File: src/rtl/booth_seq_multiplier.sv
// Sequential radix-2 Booth multiplier: one add/sub/no-op plus arithmetic shift per cycle,
// signed WIDTH x WIDTH -> 2*WIDTH product, start/busy/done handshake.
module booth_seq_multiplier #(
  parameter int WIDTH = 8
) (
  input  logic                 clk,
  input  logic                 rst,
  input  logic                 start,
  input  logic [WIDTH-1:0]     multiplicand,
  input  logic [WIDTH-1:0]     multiplier,
  output logic                 busy,
  output logic                 done,
  output logic [2*WIDTH-1:0]   product
);

  localparam int CW = $clog2(WIDTH + 1);

  typedef enum logic [1:0] {
    S_IDLE,
    S_CALC,
    S_FINISH
  } state_t;

  state_t               state_q;
  logic [WIDTH:0]       a_q;
  logic [WIDTH:0]       m_q;
  logic [WIDTH-1:0]     q_q;
  logic                 q1_q;
  logic [CW-1:0]        count_q;
  logic                 busy_q;
  logic                 done_q;
  logic [2*WIDTH-1:0]   product_q;

  logic                 add_en;
  logic                 sub_en;
  logic [WIDTH:0]       addend;
  logic [WIDTH:0]       carry;
  logic [WIDTH:0]       sum;
  logic [WIDTH:0]       a_d;
  logic [WIDTH-1:0]     q_d;
  logic                 q1_d;

  // Subtraction is A + ~M + 1; the +1 enters as the chain's carry-in.
  always_comb begin
    add_en = q_q[0] ^ q1_q;
    sub_en = q_q[0] & ~q1_q;
    addend = '0;
    if (add_en) begin
      addend = sub_en ? ~m_q : m_q;
    end
  end

  assign carry[0] = add_en & sub_en;

  for (genvar i = 0; i <= WIDTH; i++) begin : g_fa
    assign sum[i] = a_q[i] ^ addend[i] ^ carry[i];
    if (i < WIDTH) begin : g_carry
      assign carry[i+1] = (a_q[i] & addend[i]) | (carry[i] & (a_q[i] ^ addend[i]));
    end
  end

  // Arithmetic right shift of {A,Q,Q_1} with the fresh sum as A.
  assign a_d  = {sum[WIDTH], sum[WIDTH:1]};
  assign q_d  = {sum[0], q_q[WIDTH-1:1]};
  assign q1_d = q_q[0];

  always_ff @(posedge clk) begin
    if (rst) begin
      state_q   <= S_IDLE;
      a_q       <= '0;
      m_q       <= '0;
      q_q       <= '0;
      q1_q      <= 1'b0;
      count_q   <= '0;
      busy_q    <= 1'b0;
      done_q    <= 1'b0;
      product_q <= '0;
    end else begin
      case (state_q)
        S_IDLE: begin
          done_q <= 1'b0;
          if (start) begin
            a_q     <= '0;
            q_q     <= multiplier;
            q1_q    <= 1'b0;
            m_q     <= {multiplicand[WIDTH-1], multiplicand};
            count_q <= CW'(WIDTH);
            busy_q  <= 1'b1;
            state_q <= S_CALC;
          end
        end
        S_CALC: begin
          a_q     <= a_d;
          q_q     <= q_d;
          q1_q    <= q1_d;
          count_q <= count_q - CW'(1);
          if (count_q == CW'(1)) begin
            state_q <= S_FINISH;
          end
        end
        S_FINISH: begin
          product_q <= {a_q[WIDTH-1:0], q_q};
          done_q    <= 1'b1;
          busy_q    <= 1'b0;
          state_q   <= S_IDLE;
        end
        default: begin
          state_q <= S_IDLE;
        end
      endcase
    end
  end

  assign busy    = busy_q;
  assign done    = done_q;
  assign product = product_q;

endmodule

File: config.mk
export PLATFORM = sky130hd
export DESIGN_NAME = booth_seq_multiplier
export DESIGN_NICKNAME = d
export VERILOG_FILES = /design/src/rtl/booth_seq_multiplier.sv
export SDC_FILE = /design/constraint.sdc
export NUM_CORES = 1
export LEC_CHECK = 0
export BUFFER_PORTS_ARGS = -buffer_cell sky130_fd_sc_hd__buf_2
export CORE_UTILIZATION = 45
export CTS_BUF_LIST = sky130_fd_sc_hd__clkbuf_4
export DETAILED_ROUTE_END_ITERATION = 10
export PLACE_DENSITY = 0.68
export SLEW_MARGIN = 20
export SYNTH_ARGS = -nofsm -noshare
export SYNTH_HDL_FRONTEND = slang
export SYNTH_SLANG_ARGS = --single-unit
File: constraint.sdc
create_clock -name clk -period 3.68 [get_ports clk]
set_input_delay 0.736 -clock clk [delete_from_list [all_inputs] [get_ports clk]]
set_output_delay 0.736 -clock clk [all_outputs]
set_load 0.02 [all_outputs]
==> reports/metrics.cfg, run 1 <==
[finish]
design_area_um2=2610
layout-drive-gt1-share_pct=27.8
areaGrowthSynthToFinish_pct=13.7
nets=302
diodes=0

[logic_synthesis]
synth_common_cells=49 x dfxtp_1, 34 x nand2_1, 27 x a21oi_1
synth_area_per_cell_um2=9.48
synth_area_leaders=dfxtp_1 43%, fa_1 7.0%, a21oi_1 5.9%
synthCells=242
syn_area_um2=2290
yosys_warnings=0
synth_top_area_share_pct=42.7
syn_nets=272
synth_edf_count=0
synth.distinct_cells=35
ys_seq_area_share_pct=42.7
ys_async_sr_fraction_pct=0
yosys.area.top_type=dfxtp_1
synth_seq_cells=49
synthFlopType=dfxtp_1
synth.most_common_cell=dfxtp_1

[worst_setup_path]
cp_num_buf_inv=4
cp_max_fo=2
worstSetupEndpointType=register
cp_slowest_cell=dfxtp_2
cp_data_required_time_ns=3.96
r2r-end=a_q[7]
reg2reg_depth=16
path_cells=inv_2 > ha_4 > xnor2_2 > nor2_2 > fa_2 > inv_2 > fa_2 > fa_2 > fa_2 > fa_2 > fa_2 > inv_2 > fa_2 > inv_2 > fa_1 > a22o_1
cpPeakStageDelay_ns=0.36
critPathArrivalTime_ns=3.92
startpoint_type=register
cp_top_family=adder cells
worst-setup-path-type=register to register
rrSetupSlack_ns=0.04
crit_top_cell=fa_2
r2r-start=q1_q
cp.depth=16

[clock_tree]
cts_root_buf=clkbuf_4
clk_pin_slew_ns=0.15
cts_max_path_buffers=2
clock_latency_ns=0.37
cts_tree=built
post_cts_buffers=0
h-tree-depth=2
cts_sinks=49
cts_made_buffers=5

[sta]
hold_viol_final=0
setup_viol=0
fmax_mhz=275
setup-tns-final_ns=0
rsz0062_at_grt=yes
fin_crit_sh_pct=98.9
finClkSkew_ns=0.0151
finalCriticalPeriod_ns=3.64
slew_violations=0
tightest_slew_ns=0.748
relSlewSlack_pct=50.1

[routing]
drt_wl_total_mm=4.26
wl_per_cell_um=12.5
drtPass1Iterations=4
vias=1651
drt_iter0_drc=94
vias_per_cell=4.86
drc=0
antenna_left=0

[floorplan]
start_util_pct=47.6
coreArea_um2=4820
die_area_um2=5390
io_pins=37
rows=25
die_w_um=73.4
dieHeight_um=73.4

[worst_hold_path]
hold_path_end=product[4]
hold_depth=2
hold_start=product[4]
worstHoldPathType=register to register

[placed_design]
placed_cell_area_um2=2490
place_hpwl_mm=3.02
portBuffers=36
gp_congestion=0.775

[global_route]
grt_pass1_wl_mm=6.94
overflow=0
grt_pass1_vias=1426
grt_usage_pct=17.2
grt_max_degree=23
antenna_found_initial=0

[power]
p_leak_nw=1.03
power.density_nw_per_um2=455
peakVddDrop_uv=194

[flow_run]
cap_violations=0

[outcome]
outcome=finished, final reports clean

logic make-up after synthesis:
kind of cell             Yosys count  synth area share, %
flip-flops                        49                 42.7
AND/OR/NAND/NOR                   94                 22.5
AO/OA/AOI/OAI                     43                 12.0
multiplexers                       9                 3.93
buffers and inverters             28                 7.20
XOR/XNOR                           8                 3.05
adder cells (fa/ha/maj)           11                 8.62
worst max path at each step:
stage	start	endpoint	slack (ns)
2_1_floorplan	q1_q	a_q[7]	-0.0007
3_3_place_gp	q1_q	a_q[7]	0.09
3_5_place_dp	q1_q	a_q[7]	0.01
4_1_cts	q1_q	a_q[7]	0.01
5_1_grt	q1_q	a_q[7]	-0.09
6_report	q1_q	a_q[7]	0.04
layout by cell type (no fill, tap or decap), types with 3 or more instances in the layout:
master,count
nor2_2,9
a21oi_1,27
inv_2,4
nor2_1,11
nand2_1,34
o2bb2ai_1,7
nor3_1,8
mux2i_1,9
inv_1,9
nand2b_1,14
clkbuf_4,5
xor2_1,5
buf_2,36
dfxtp_1,47
or3b_1,7
fa_2,7
a22o_1,3
worst reg2reg max path: stages (launching register included):
cell and delay, ns:
dfxtp_2 0.36, inv_2 0.04, ha_4 0.15, xnor2_2 0.12, nor2_2 0.10, fa_2 0.20, inv_2 0.04, fa_2 0.33
fa_2 0.34, fa_2 0.35, fa_2 0.35, fa_2 0.34, inv_2 0.06, fa_2 0.18, inv_2 0.03, fa_1 0.34
a22o_1 0.20
per-layer routing:
layer	GRT usage, %	wire, um	vias up
met5	0	0	-
met4	7.05	72	0
met3	3.57	157	7
met2	25.4	1850	36
met1	24.5	2180	754
li1	-	-	854
cell type report:
class	instances	area, um2
timing repair buffer	38	195
fill	477	2210
multi-input combinational	165	1190
tap	67	83.8
sequential	49	983
clock inverter	3	68.8
inverter	13	48.8
clock buffer	5	37.5
through the flow:
step	cells	utilization [%]	power, W	hold slack [ns]	setup WS [ns]
6_report	340	54.2	0.00119	0.460	0.0397
3_3_place_gp	332	51.6	0.000797	0.440	0.0930
5_1_grt	340	54.2	0.00125	0.481	-0.0932
3_5_place_dp	332	51.6	0.000802	0.443	0.0134
2_1_floorplan	242	-	0.000768	0.440	-0.000684
4_1_cts	340	53.8	0.00120	0.463	0.0123
repair_timing:
action	CTS	global route
resized for setup	0	6
setup endpoints to repair	1	2
endpoints found under the hold margin	0	0
pin swaps	1	0
hold buffers	0	0
gates cloned	0	0
registers in the layout, summed over array words and instances (netlist names):
register,count
product,16
a_q,8
m_q,8
q_q,8
count_q,4
state_q,2
busy,1
done,1
q1_q,1
power breakdown:
| group | total [W] | leakage [nW] | switching, W | internal [W] |
|---|---|---|---|---|
| clock | 0.000394 | 0.0558 | 0.000180 | 0.000214 |
| combinational | 0.000192 | 0.571 | 0.0000995 | 0.0000928 |
| sequential | 0.000601 | 0.400 | 0.0000364 | 0.000564 |
Note: power is estimated with default switching activity, not from simulation.
==> run 2: changes to the inputs <==
Settings changed: PLACE_DENSITY 0.68 to 0.66.
Clock period 3.68 ns to 4.19 ns, I/O delays scaled along.
==> run 2 against run 1 <==
  * Routed wire length grew 0.40%
  * Via count is 0.42% lower
  * Register-to-register slack improved by 0.17 ns
  * Non-clock buffer count is 1 lower
  * Die area unchanged
  * Flip-flop and latch count did not move
  * Critical path depth down 2
  * Clock skew rose by 0.0014 ns
  * Power decreased by 23%
  * Global-route usage grew 1.2 points
  * Cell count down 0.29%
  * Utilization decreased by 1.9 points
==> reports/metrics.cfg, run 2 (same netlist as run 1, synthesis figures left out) <==
[global_route]
grt_max_degree=42
grt_pass1_vias=1539
grt_pass1_wl_mm=7.48
grt_usage_pct=18.4
overflow=0
antenna_found_initial=0

[routing]
top_layer=met4
drt_iter0_drc=103
wl_met3_um=152
drt_wl_total_mm=4.28
drc=0
antenna_left=0
vias=1644
m1WireLength_mm=2.24
wl_met2_mm=1.82
drtPass1Iterations=4
vias_per_cell=4.85
wl_per_cell_um=12.6

[floorplan]
coreArea_um2=4820
io_pins=37
dieHeight_um=73.4
die_w_um=73.4
rows=25
die_area_um2=5390
start_util_pct=47.6

[finish]
design_area_um2=2520
nFillCells=497
mostFrequentLayoutCell=dfxtp_1
areaGrowthSynthToFinish_pct=9.65
final_cells=339
final_util_pct=52.2
nets=301
diodes=0
layout-drive-gt1-share_pct=22.4
mostFrequentLayoutCells=49 x dfxtp_1, 36 x buf_2, 34 x nand2_1, 27 x a21oi_1, 14 x nand2b_1
largest_reg_flops=16

[worst_setup_path]
startpoint_type=register
cp_data_required_time_ns=4.47
worstSetupEndpointType=register
cpPeakStageDelay_ns=0.42
worst-setup-path-type=register to register
crit_top_cell=fa_1
path_cells=ha_2 > nor2_2 > fa_1 > inv_1 > fa_1 > fa_1 > fa_1 > fa_1 > fa_1 > inv_1 > fa_1 > inv_1 > fa_1 > a22o_1
cp_top_family=adder cells
cp_slowest_cell=dfxtp_1
cp_num_buf_inv=3
critPathArrivalTime_ns=4.26
cp_max_fo=8

[power]
combPwrFrac_pct=17.8
peakVddDrop_uv=167
p_leak_nw=0.993
p_clk_share_pct=24.8
swShare_pct=30.3
power.density_nw_per_um2=364
internal_power_w=0.000638
pwr-share-seq_pct=57.4
power.switching_w=0.000278

[clock_tree]
h-tree-depth=2
cts_tree=built
ctsHoldBuffers=0
clk_pin_slew_ns=0.15
cts_max_path_buffers=2
cts_root_buf=clkbuf_4
post_cts_buffers=0
cts_made_buffers=5
clock_latency_ns=0.38
cts_sinks=49

[placed_design]
portBuffers=36
place_hpwl_mm=2.99
gp_congestion=0.864
placed_cells_incl_taps=331
dp_slack_ns=0.209
placed_cell_area_um2=2450

[sta]
rsz0062_at_grt=no
tightest_slew_ns=0.905
relSlewSlack_pct=39.7
hold_viol_final=0
finClkSkew_ns=0.0165
slew_violations=0
setup-tns-final_ns=0
fin_crit_sh_pct=94.9
setup_ws_ns=0.214
fmax_mhz=252
setup_viol=0
finalCriticalPeriod_ns=3.98

[outcome]
outcome=finished, final reports clean

[flow_run]
cap_violations=0

[worst_hold_path]
worstHoldPathType=register to register

==> run 2: worst paths after layout <==
check             depth (start not counted)  startpoint  slack (ns)         end
hold / removal                            2  product[3]        0.46  product[3]
setup reg to reg                         14      q_q[0]        0.21      a_q[7]
setup / recovery                         14      q_q[0]        0.21      a_q[7]
hold reg to reg                           2  product[3]        0.46  product[3]
==> run 2: final cells by class <==
class	instances	area, um2	share of cell area, %
Clock inverter	3	21.3	0.845
Sequential cell	49	981	39.0
Multi-Input combinational cell	165	1160	45.9
Timing Repair Buffer	37	188	7.46
Inverter	13	48.8	1.94
Tap cell	67	83.8	3.33
Clock buffer	5	37.5	1.49
==> run 2: per-stage QoR <==
stage / total power, W / hold WS, ns
5_1_grt: 0.000976 / 0.483
3_3_place_gp: 0.000694 / 0.441
3_5_place_dp: 0.000700 / 0.444
6_report: 0.000916 / 0.460
2_1_floorplan: 0.000667 / 0.440
4_1_cts: 0.000927 / 0.463
==> run 2: power by group through the flow <==
| stage | Clock [W] | Combinational, W | Sequential [W] |
|---|---|---|---|
| floorplan | 0 | 0.000143 | 0.000524 |
| global placement | 0 | 0.000160 | 0.000535 |
| detailed placement | 0 | 0.000164 | 0.000536 |
| CTS | 0.000237 | 0.000165 | 0.000526 |
| global route | 0.000259 | 0.000185 | 0.000532 |
| finish | 0.000227 | 0.000163 | 0.000526 |
==> run 2: timing repair <==
item,in CTS,in global routing
gates resized for setup,0,2
hold endpoints to repair,0,0
endpoints found under the setup margin,0,1
==> run 2: worst reg2reg max path: cells and delay by family (launching register included) <==
family                   cells  cell delay, ns
adder cells (fa/ha/maj)      9            2.96
flip-flops                   1            0.42
AO/OA/AOI/OAI                1            0.20
buffers and inverters        3            0.17
AND/OR/NAND/NOR              1            0.14
==> run 2: layer usage <==
layer  GRT usage, %  vias to the layer above
met1           25.3                      754
met5              0                        -
li1               -                      851
met3           4.94                        4
met2           27.6                       35
met4           7.05                        0
